**config.mk**
```make
export PLATFORM = sky130hd
export DESIGN_NAME = tcp_msg_poller_dispatch
export DESIGN_NICKNAME = d
export VERILOG_FILES = /design/src/rtl/tcp_msg_poller_dispatch_pkg.sv /design/src/rtl/tcp_msg_poller_dispatch_datap.sv /design/src/rtl/tcp_msg_poller_dispatch.sv
export SDC_FILE = /design/constraint.sdc
export NUM_CORES = 1
export LEC_CHECK = 0
export BUFFER_PORTS_ARGS = -buffer_cell sky130_fd_sc_hd__buf_2
export CORE_MARGIN = 10
export CORE_UTILIZATION = 30
export DETAILED_ROUTE_END_ITERATION = 8
export HOLD_SLACK_MARGIN = 0.02
export PLACE_DENSITY = 0.62
export SETUP_SLACK_MARGIN = 0.3
export SYNTH_ARGS = -nofsm -noshare
export SYNTH_HDL_FRONTEND = slang
export SYNTH_HIERARCHICAL = 1
export SYNTH_SLANG_ARGS = --single-unit
export TNS_END_PERCENT = 100
```
**constraint.sdc**
```tcl
create_clock -name clk -period 9.3 [get_ports clk]
set_input_delay 0 -clock clk [delete_from_list [all_inputs] [get_ports clk]]
set_output_delay 0 -clock clk [all_outputs]
set_load 0.02 [all_outputs]
```
**src/rtl/tcp_msg_poller_dispatch_pkg.sv**
```systemverilog
// Shared definitions for the TCP message-poller dispatch block: flow id width,
// request-memory record layout, destination tile widths and the dispatch FSM
// state encoding. The MSG_SRC_* widths can be overridden by the surrounding
// build; the defaults below apply when nothing else defines them.
`ifndef MSG_SRC_X_WIDTH
`define MSG_SRC_X_WIDTH 8
`endif
`ifndef MSG_SRC_Y_WIDTH
`define MSG_SRC_Y_WIDTH 8
`endif
`ifndef MSG_SRC_FBITS_WIDTH
`define MSG_SRC_FBITS_WIDTH 4
`endif

package tcp_msg_poller_dispatch_pkg;

    localparam int MAX_FLOW_CNT = 256;
    localparam int FLOWID_W     = $clog2(MAX_FLOW_CNT);
    localparam int MSG_LEN_W    = 16;
    localparam int DST_X_W      = `MSG_SRC_X_WIDTH;
    localparam int DST_Y_W      = `MSG_SRC_Y_WIDTH;
    localparam int DST_FBITS_W  = `MSG_SRC_FBITS_WIDTH;

    // Stored per-flow poll request: how many bytes the app wants and where
    // to send the notification once they are available.
    typedef struct packed {
        logic [MSG_LEN_W-1:0]   tx_length;
        logic [DST_X_W-1:0]     dst_x;
        logic [DST_Y_W-1:0]     dst_y;
        logic [DST_FBITS_W-1:0] dst_fbits;
    } msg_req_mem_struct;

    typedef enum logic [2:0] {
        ST_IDLE    = 3'd0,
        ST_RD_META = 3'd1,
        ST_CHECK   = 3'd2,
        ST_NOTIFY  = 3'd3,
        ST_REQUEUE = 3'd4
    } dispatch_state_e;

endpackage

```
**src/rtl/tcp_msg_poller_dispatch_datap.sv**
```systemverilog
// Datapath for the poller dispatch: holds the in-flight flow id, the captured
// request metadata and the available-byte count, and produces the
// "enough bytes committed" decision from registered operands.
module tcp_msg_poller_dispatch_datap
    import tcp_msg_poller_dispatch_pkg::*;
#(
    parameter int POLLER_PTR_W = MSG_LEN_W
) (
    input  logic                    clk,
    input  logic                    capture_flowid,
    input  logic [FLOWID_W-1:0]     flowid_in,
    input  logic                    capture_meta,
    input  msg_req_mem_struct       meta_in,
    input  logic [POLLER_PTR_W-1:0] head_in,
    input  logic [POLLER_PTR_W-1:0] commit_in,
    output logic [FLOWID_W-1:0]     flowid,
    output logic [POLLER_PTR_W-1:0] avail,
    output logic [DST_X_W-1:0]      dst_x,
    output logic [DST_Y_W-1:0]      dst_y,
    output logic [DST_FBITS_W-1:0]  dst_fbits,
    output logic                    enough
);

    logic [FLOWID_W-1:0]     flowid_p0;
    logic [POLLER_PTR_W-1:0] tx_len_p1;
    logic [POLLER_PTR_W-1:0] avail_p1;
    logic [DST_X_W-1:0]      dst_x_p1;
    logic [DST_Y_W-1:0]      dst_y_p1;
    logic [DST_FBITS_W-1:0]  dst_fbits_p1;

    // Stage 0: flow id latched on the pop cycle
    always_ff @(posedge clk) begin
        if (capture_flowid) begin
            flowid_p0 <= flowid_in;
        end
    end

    // Stage 1: memory responses captured; commit - head wraps modulo 2^W,
    // so a commit pointer that has passed zero still yields the right count
    always_ff @(posedge clk) begin
        if (capture_meta) begin
            tx_len_p1    <= POLLER_PTR_W'(meta_in.tx_length);
            avail_p1     <= commit_in - head_in;
            dst_x_p1     <= meta_in.dst_x;
            dst_y_p1     <= meta_in.dst_y;
            dst_fbits_p1 <= meta_in.dst_fbits;
        end
    end

    // A zero-length request is satisfied unconditionally
    assign enough    = (tx_len_p1 == '0) || (avail_p1 >= tx_len_p1);
    assign flowid    = flowid_p0;
    assign avail     = avail_p1;
    assign dst_x     = dst_x_p1;
    assign dst_y     = dst_y_p1;
    assign dst_fbits = dst_fbits_p1;

endmodule

```
**src/rtl/tcp_msg_poller_dispatch.sv**
```systemverilog
// Consumer end of the TCP message-poller request path. Pops a pending flow id,
// reads its stored request and RX pointers, then either notifies the
// requesting tile (and clears the flow's active bit) or re-enqueues the flow
// for a later poll. One request is in flight at a time.
// Optional build macro TCP_MSG_POLLER_DISPATCH_STATS_EN adds saturating
// notify/requeue handshake counters.
module tcp_msg_poller_dispatch
    import tcp_msg_poller_dispatch_pkg::*;
#(
    parameter int POLLER_PTR_W = MSG_LEN_W
) (
    input  logic                    clk,
    input  logic                    rst_n,
    input  logic                    msg_req_q_empty,
    input  logic [FLOWID_W-1:0]     msg_req_q_rd_data,
    output logic                    msg_req_q_rd_req,
    output logic                    msg_req_q_wr_req_val,
    output logic [FLOWID_W-1:0]     msg_req_q_wr_req_data,
    input  logic                    msg_req_q_wr_req_rdy,
    output logic [FLOWID_W-1:0]     msg_req_mem_rd_req_addr,
    input  msg_req_mem_struct       msg_req_mem_rd_resp_data,
    output logic [FLOWID_W-1:0]     ptr_mem_rd_req_addr,
    input  logic [POLLER_PTR_W-1:0] ptr_mem_rd_resp_head,
    input  logic [POLLER_PTR_W-1:0] ptr_mem_rd_resp_commit,
    output logic                    active_bitvec_clear_val,
    output logic [FLOWID_W-1:0]     active_bitvec_clear_flowid,
    output logic                    poller_dst_msg_val,
    input  logic                    poller_dst_msg_rdy,
    output logic [FLOWID_W-1:0]     poller_dst_msg_flowid,
    output logic [POLLER_PTR_W-1:0] poller_dst_msg_len,
    output logic [DST_X_W-1:0]      poller_dst_msg_dst_x,
    output logic [DST_Y_W-1:0]      poller_dst_msg_dst_y,
    output logic [DST_FBITS_W-1:0]  poller_dst_msg_dst_fbits
`ifdef TCP_MSG_POLLER_DISPATCH_STATS_EN
    ,
    output logic [31:0]             stat_notify_cnt,
    output logic [31:0]             stat_requeue_cnt
`endif
);

    dispatch_state_e state, state_next;

    logic                    capture_flowid;
    logic                    capture_meta;
    logic [FLOWID_W-1:0]     dp_flowid;
    logic [POLLER_PTR_W-1:0] dp_avail;
    logic [DST_X_W-1:0]      dp_dst_x;
    logic [DST_Y_W-1:0]      dp_dst_y;
    logic [DST_FBITS_W-1:0]  dp_dst_fbits;
    logic                    dp_enough;

    tcp_msg_poller_dispatch_datap #(
        .POLLER_PTR_W (POLLER_PTR_W)
    ) u_datap (
        .clk            (clk),
        .capture_flowid (capture_flowid),
        .flowid_in      (msg_req_q_rd_data),
        .capture_meta   (capture_meta),
        .meta_in        (msg_req_mem_rd_resp_data),
        .head_in        (ptr_mem_rd_resp_head),
        .commit_in      (ptr_mem_rd_resp_commit),
        .flowid         (dp_flowid),
        .avail          (dp_avail),
        .dst_x          (dp_dst_x),
        .dst_y          (dp_dst_y),
        .dst_fbits      (dp_dst_fbits),
        .enough         (dp_enough)
    );

    // State register; reset drops any in-flight flow
    always_ff @(posedge clk) begin
        if (!rst_n) begin
            state <= ST_IDLE;
        end else begin
            state <= state_next;
        end
    end

    // Next-state and outputs; every output is zero unless its state drives it
    always_comb begin
        state_next                 = state;
        capture_flowid             = 1'b0;
        capture_meta               = 1'b0;
        msg_req_q_rd_req           = 1'b0;
        msg_req_q_wr_req_val       = 1'b0;
        msg_req_q_wr_req_data      = '0;
        msg_req_mem_rd_req_addr    = '0;
        ptr_mem_rd_req_addr        = '0;
        active_bitvec_clear_val    = 1'b0;
        active_bitvec_clear_flowid = '0;
        poller_dst_msg_val         = 1'b0;
        poller_dst_msg_flowid      = '0;
        poller_dst_msg_len         = '0;
        poller_dst_msg_dst_x       = '0;
        poller_dst_msg_dst_y       = '0;
        poller_dst_msg_dst_fbits   = '0;
        case (state)
            ST_IDLE: begin
                if (!msg_req_q_empty) begin
                    msg_req_q_rd_req        = 1'b1;
                    capture_flowid          = 1'b1;
                    msg_req_mem_rd_req_addr = msg_req_q_rd_data;
                    ptr_mem_rd_req_addr     = msg_req_q_rd_data;
                    state_next              = ST_RD_META;
                end
            end
            ST_RD_META: begin
                capture_meta = 1'b1;
                state_next   = ST_CHECK;
            end
            ST_CHECK: begin
                state_next = dp_enough ? ST_NOTIFY : ST_REQUEUE;
            end
            ST_NOTIFY: begin
                poller_dst_msg_val       = 1'b1;
                poller_dst_msg_flowid    = dp_flowid;
                poller_dst_msg_len       = dp_avail;
                poller_dst_msg_dst_x     = dp_dst_x;
                poller_dst_msg_dst_y     = dp_dst_y;
                poller_dst_msg_dst_fbits = dp_dst_fbits;
                if (poller_dst_msg_rdy) begin
                    active_bitvec_clear_val    = 1'b1;
                    active_bitvec_clear_flowid = dp_flowid;
                    state_next                 = ST_IDLE;
                end
            end
            ST_REQUEUE: begin
                msg_req_q_wr_req_val  = 1'b1;
                msg_req_q_wr_req_data = dp_flowid;
                if (msg_req_q_wr_req_rdy) begin
                    state_next = ST_IDLE;
                end
            end
            default: begin
                state_next = ST_IDLE;
            end
        endcase
    end

`ifdef TCP_MSG_POLLER_DISPATCH_STATS_EN
    function automatic logic [31:0] sat_inc32(input logic [31:0] v);
        return (v == 32'hFFFF_FFFF) ? v : v + 32'd1;
    endfunction

    // Handshake counters, sticking at all-ones
    always_ff @(posedge clk) begin
        if (!rst_n) begin
            stat_notify_cnt  <= '0;
            stat_requeue_cnt <= '0;
        end else begin
            if (poller_dst_msg_val && poller_dst_msg_rdy) begin
                stat_notify_cnt <= sat_inc32(stat_notify_cnt);
            end
            if (msg_req_q_wr_req_val && msg_req_q_wr_req_rdy) begin
                stat_requeue_cnt <= sat_inc32(stat_requeue_cnt);
            end
        end
    end
`endif

endmodule
```
Word-level counts from Yosys, hierarchy flattened
Index checks and enable logic that the tools add are counted.

cells by class
  add/sub/neg operators = 1
  magnitude comparators = 1
  eq/ne operators = 7
  muxes and demuxes = 22
  reductions and logical operators = 4

operator list
  cell                number
  $mux 8              8
  $ge 16x16->1        1
  $logic_not 16->1    1
  $mux 16             1
  $sub 16x16->16      1
  $pmux 3 s5          1
  $mux 3              4
  $mux 1              7
  $eq 3x2->1 const B  2
  $ne 2x2->1 const B  3
  $mux 4              1
  $eq 3x1->1 const B  1
  $eq 3x3->1 const B  1
  $logic_not 3->1     1
  $reduce_and 3->1    1
  $logic_or 1x1->1    1

word-level totals
  register bits = 63
  input bits = 81
  output and inout bits = 80
  logic and storage cells = 42

Logic depth before layout (Yosys ltp)
Gate-level depths: netlist of the first run.

  word-level depth = 4
  mapped depth = 10
  gate-level depth less buffers = 10

Modules after synthesis
Netlist of the first run, hierarchy kept.

by module, submodules not included
  module                         times used  cells each  area an instance (sq um)  sequential area each (sq um)
  tcp_msg_poller_dispatch_datap  1           235         3,035.4                   1,801.7
  tcp_msg_poller_dispatch        1           104         768.2                     60.1

Least setup slack after synthesis of the first run
Ideal clock, no wire load.

  path type = register to register
  start point = reg state[0]
  end point = reg u_datap.avail_p1[0], in the netlist u_datap/avail[0] (enable)
  library setup time = 537 ps
  data arrival time = 4,344 ps
  required time = 8,763 ps
  slack = 4,419 ps
  stages on the path, launching flop included = 3
  buffers on the path = 1
  clock period less this slack = 4,881 ps
  cell sequence = dfxtp_1 > buf_2 > nor3b_1

between the ends
  word-level cells in the longest chain between the ends = 2

ends and longest elaborated chain
  what                    line                                 RTL
  from (decl)             tcp_msg_poller_dispatch.sv:41        dispatch_state_e state, state_next;
  from (signal assigned)  tcp_msg_poller_dispatch.sv:75        state <= state_next;
  $eq 3x1->1              tcp_msg_poller_dispatch.sv:97        case (state)
  $mux 1                  tcp_msg_poller_dispatch.sv:97
  via capture_meta        tcp_msg_poller_dispatch.sv:44        logic capture_meta;
  to (signal assigned)    tcp_msg_poller_dispatch_datap.sv:43  avail_p1 <= commit_in - head_in;
  to (decl)               tcp_msg_poller_dispatch_datap.sv:26  logic [POLLER_PTR_W-1:0] avail_p1;

The timed path passes the listed nets, and every way through them passes these cells.
A chain may end at the register's enable or synchronous reset.

Final worst setup path of the first run
  start point = reg u_datap.avail_p1[13], in the netlist u_datap/avail[13]
  end point = reg state[2]

between the ends
  word-level cells in the longest chain between the ends = 4

ends and longest elaborated chain
  what              line                                 RTL
  $ge 16x16->1      tcp_msg_poller_dispatch_datap.sv:51  assign enough = (tx_len_p1 == '0) || (avail_p1 >= tx_len_p1);
  $logic_or 1x1->1  tcp_msg_poller_dispatch_datap.sv:51
  via dp_enough     tcp_msg_poller_dispatch.sv:50        logic dp_enough;
  $mux 3            tcp_msg_poller_dispatch.sv:112       state_next = dp_enough ? ST_NOTIFY : ST_REQUEUE;
  $pmux 3 s5        tcp_msg_poller_dispatch.sv:97

The timed path passes the listed nets, and every way through them passes these cells.

==> flow_summary.ini, run 1 <==
[routing]
via_per_inst = 4.382
totalWireLength_um = 10770
drtPass1Iterations = 4
vias = 3155
antenna_left = 0
drtIter0Drc = 121
drt-wirelength-per-cell_um = 14.96
drc = 0

[clock_network]
clk_latency_ps = 310
cts_setup_buffers = 0
cts_num_sinks = 63
ctsResizeCount = 0
cts_made_buffers = 9
h-tree-depth = 3
clkTransAtPathRegs_ps = 50
cts.hold.buffers_added = 48
cts_tree = done
root_buffer = clkbuf_16
cts.path.max_buffers = 2

[grt]
antenna_found_initial = 0
grt_pass1_wl_um = 17370
grt_usage = 0.1205
grt_max_degree = 53
grt_pass1_vias = 3455
overflow = 0

[sta]
clock_skew_ps = 3.498
maxSlewViolCount = 0
slew_headroom = 0.4073
hold_slack_ps = 120.7
tns_ps = 0
worst_slack_ps = 6296
period_share = 0.3230
grt_setup_unrepaired = no
fmax_ghz = 0.3329
min_period_ps = 3004
finalSetupViolations = 0
finalHoldViolCount = 0
tightest_slew_ps = 882.4

[placed_design]
dp_worst_setup_slack_ps = 6908
numPortBuffers = 160
gp_congestion = 0.8063
dpl.hpwl_um = 8127
dpl.cell_count = 657

[hold_path]
hold_path_class = in -> reg

[die]
initial_core_util = 0.3039
coreArea_mm2 = 0.01252
die_w_um = 132.6
rows = 41
die_area_mm2 = 0.01758
pin_count = 161
fp.dieH_um = 132.6

[synth]
yosysTopAreaCellShare = 0.4737
synth.largest_area_cell = edfxtp_1
synth_seq_cells = 63
ys.flop_type = edfxtp_1
synth.net_count = 452
async_flop_share = 0
avgSynthCellArea_um2 = 11.22
ys_seq_area_frac = 0.4895
syn_inst = 339
syn-cell-area_mm2 = 0.003804
yosysWarnings = 6
synth.area.top_cells = edfxtp_1 (47%), and2_1 (11%), ha_1 (10%)
synth_edf_count = 60
ys_types = 49

[finish]
final_common_cell = buf_2
fillers = 1209
area_growth_pct = 43.03
layout_common_cells = buf_2 (160), and2_1 (68), edfxtp_1 (60), dlygate4sd3_1 (48), inv_1 (39)
drive_above_1_share = 0.3339
fin_cells = 720
layout.nets = 657
diodes = 0

[pwr]
p_leak_nw = 2.649
ir_worst_vdd_mv = 0.08580
total_power_w = 0.0008130
power.density_mw_per_mm2 = 149.4

[worst_setup_path]
cp.required_ps = 9560
arrival_ps = 3260
crit_type = reg -> reg
cp_max_fo = 3
critPathLaunchType = register
endpoint_kind = register

[job]
max_cap_viol_count = 0

[run_status]
status = finished, final reports clean
## flip-flops by register name, summed over array words and instances (netlist names)
signal             flops
u_datap/dst_fbits      4
u_datap/dst_y          8
u_datap/flowid         8
u_datap/avail         16
u_datap/dst_x          8
u_datap/tx_len_p1     16
state                  3
## power breakdown
part           switching (W)  internal [W]
sequential         0.0000134      0.000346
clock               0.000111      0.000175
combinational      0.0000891     0.0000789
total               0.000213      0.000600
## Yosys cell counts, drive strengths merged, types with 5 or more instances
cell	n
inv	39
nor2	13
buf	16
edfxtp	60
a21oi	14
a21o	9
ha	31
nor4	5
nand2b	9
xnor2	10
and2	68
o21ai	7
## cells by family after synthesis
logic type                 count (synthesis)  share of synthesized area
and+or+nand+nor                          118                     0.1921
DFF                                       63                     0.4895
AOI/OAI and AO/OA                         58                     0.1076
buffers and inverters                     55                    0.07368
adders and majority gates                 32                     0.1072
xor gates and xnor gates                  13                    0.02993
## routing by layer
| layer | vias up | part of all wire | global-route usage |
|---|---|---|---|
| li1 | 1586 | - | - |
| met1 | 1472 | 0.40 | 0.1295 |
| met2 | 86 | 0.53 | 0.2186 |
| met3 | 11 | 0.053 | 0.02839 |
| met4 | 0 | 0.017 | 0.05501 |
| met5 | - | 0 | 0 |
## final timing paths
path | start | to | slack [ps] | depth (start not counted)
setup / recovery | u_datap/avail[13] | state[2] | 6300 | 10
hold / removal | ptr_mem_rd_resp_commit[6] | u_datap/avail[6] | 120 | 3
setup reg to reg | u_datap/avail[13] | state[2] | 6300 | 10
hold reg to reg | state[0] | state[0] | 650 | 2
## layout make-up
class                           instances  area, um2  share of cell area
Sequential cell                        63       1862              0.3422
Multi-Input combinational cell        221       1667              0.3063
Clock buffer                            9      225.2             0.04140
Clock inverter                          6      28.78            0.005290
Tap cell                              172      215.2             0.03956
Timing Repair Buffer                  210       1296              0.2383
Inverter                               39      146.4             0.02691
## metrics by stage
stage / area, um2 / util
2_1_floorplan: 3804 / -
3_3_place_gp: 4706 / 0.3760
3_5_place_dp: 4706 / 0.3760
4_1_cts: 5440 / 0.4346
5_1_grt: 5440 / 0.4346
6_report: 5440 / 0.4346
## worst max-delay path: stages, from the launching register on
cell and delay [ps]:
edfxtp_1 380, ha_1 320, a21oi_1 150, nor2b_1 50, o21ai_0 200, nand2_1 70, a2111oi_0 430, a21oi_1 190
or3b_2 460, a21oi_1 130, dlygate4sd3_1 560
Note: power is estimated with default switching activity, not from simulation.
==> inputs of run 2 (changes only) <==
Clock period 9.3 ns to 2.8 ns, I/O delays scaled along.
==> flow_summary.ini, run 2 (synthesis gave the netlist of run 1 again) <==
[worst_setup_path]
endpoint_kind = register
crit_type = reg -> reg
cp.buffers_inverters = 0
path_cells = ha_1 > a21oi_1 > nor2b_1 > o21ai_1 > nand2_1 > a2111oi_2 > a21oi_1 > or3b_2 > a21oi_1
reg2reg_depth = 9
cp_top_family = compound AO/OA/AOI/OAI gates
slowest_delay_ps = 450
cp.required_ps = 3060
critPathLaunchType = register
cp_max_fo = 2
worstSetupPathDepth = 9
crit_path_top_delay_cell = or3b_2
cpMostUsedCell = a21oi_1
arrival_ps = 2560

[pwr]
ir_worst_vdd_mv = 0.3284
p_comb_frac = 0.196
p_clk_frac = 0.400
p_seq_frac = 0.404
cellInternalPower_w = 0.002205
p_leak_nw = 2.693
switching_share = 0.2530
power.density_mw_per_mm2 = 531.2
switchingPower_w = 0.0007466

[routing]
drtPass1Iterations = 5
drt-wirelength-per-cell_um = 14.60
drtIter0Drc = 105
antenna_left = 0
vias = 3139
via_per_inst = 4.336
drc = 0
totalWireLength_um = 10570

[sta]
finalHoldViolCount = 0
finalSetupViolations = 0
fmax_ghz = 0.4347
clock_skew_ps = 6.571
tightest_slew_ps = 776.1
period_share = 0.8216
maxSlewViolCount = 0
slew_headroom = 0.4787
tns_ps = 0
grt_setup_unrepaired = no
min_period_ps = 2300

[placed_design]
gp_congestion = 0.8352
postPlaceCellArea_mm2 = 0.004732
numPortBuffers = 160
dpl.hpwl_um = 8264

[clock_network]
h-tree-depth = 3
root_buffer = clkbuf_16
cts_tree = done
cts.path.max_buffers = 2
cts_made_buffers = 9
clk_latency_ps = 320
clkTransAtPathRegs_ps = 60
cts_num_sinks = 63

[grt]
grt_pass1_wl_um = 17390
overflow = 0
grt_max_degree = 33
antenna_found_initial = 0
grt_usage = 0.1195
grt_pass1_vias = 3378

[job]
max_cap_viol_count = 0

[die]
die_w_um = 132.6
initial_core_util = 0.3039
coreArea_mm2 = 0.01252
rows = 41
fp.dieH_um = 132.6
die_area_mm2 = 0.01758
pin_count = 161

[hold_path]
worstHoldPathCells = 3
hold_path_class = in -> reg

[finish]
diodes = 0
area_growth_pct = 46.09
layout_common_cells = buf_2 (160), and2_1 (68), edfxtp_1 (60), dlygate4sd3_1 (48), inv_1 (39)
design_area_mm2 = 0.005557
fin_util = 0.4439
layout.nets = 660
final_common_cell = buf_2
drive_above_1_share = 0.3460

[run_status]
status = finished, final reports clean
-- run 2: cell count changes in the layout (fill, tap and decap cells not counted), moves of 2 or more --
cell / previous run / this run
clkinv_1: 3 / 0
buf_4: 2 / 4
bufinv_16: 0 / 2
clkinv_4: 0 / 2
-- run 2: layer usage --
layer / vias up / GRT usage / wire length, um
met1: 1442 / 0.1370 / 4571
li1: 1592 / - / -
met3: 8 / 0.03444 / 511
met5: - / 0 / 0
met2: 97 / 0.2108 / 5347
met4: 0 / 0.03423 / 138
-- run 2: worst paths after layout --
path | endpoint | slack (ps) | from
max reg2reg | state[2] | 500 | u_datap/avail[13]
min reg2reg | state[0] | 640 | state[0]
max | state[2] | 500 | u_datap/avail[13]
min | u_datap/avail[0] | 110 | ptr_mem_rd_resp_head[0]
-- run 2: worst min-delay path, cell delays in order --
cell	delay (ps)
buf_2	80
ha_1	150
inv_1	40
-- run 2: layout make-up --
class / instances / area (um2)
clock buffer: 9 / 225.2
clock inverter: 7 / 97.59
fill: 1208 / 6960
inverter: 39 / 146.4
multi-input combinational: 221 / 1679
sequential: 63 / 1862
tap: 172 / 215.2
timing repair buffer: 213 / 1331
-- run 2: timing repair --
| item | 4_1_cts | 5_1_grt |
|---|---|---|
| hold endpoints to repair | 47 | 0 |
| resized for setup | 0 | 3 |
| endpoints found under the setup margin | 0 | 1 |
| hold buffers | 48 | 0 |
| setup buffers | 0 | 2 |
-- run 2: power groups by stage --
stage               Sequential [W]  Combinational (W)  Clock [W]
detailed placement         0.00121           0.000511          0
global route               0.00120           0.000649    0.00126
CTS                        0.00120           0.000570    0.00121
floorplan                  0.00119           0.000369          0
global placement           0.00121           0.000504          0
finish                     0.00119           0.000578    0.00118
-- run 2: stage by stage --
| stage | std cells | hold WS [ps] | setup slack (ps) | power (W) |
|---|---|---|---|---|
| 2_1_floorplan | 339 | 61.57 | 498.1 | 0.001560 |
| 3_3_place_gp | 658 | 177.9 | 480.0 | 0.001714 |
| 3_5_place_dp | 658 | 178.4 | 385.1 | 0.001725 |
| 4_1_cts | 722 | 105.4 | 349.8 | 0.002978 |
| 5_1_grt | 724 | 120.6 | 352.9 | 0.003112 |
| 6_report | 724 | 112.4 | 499.5 | 0.002952 |
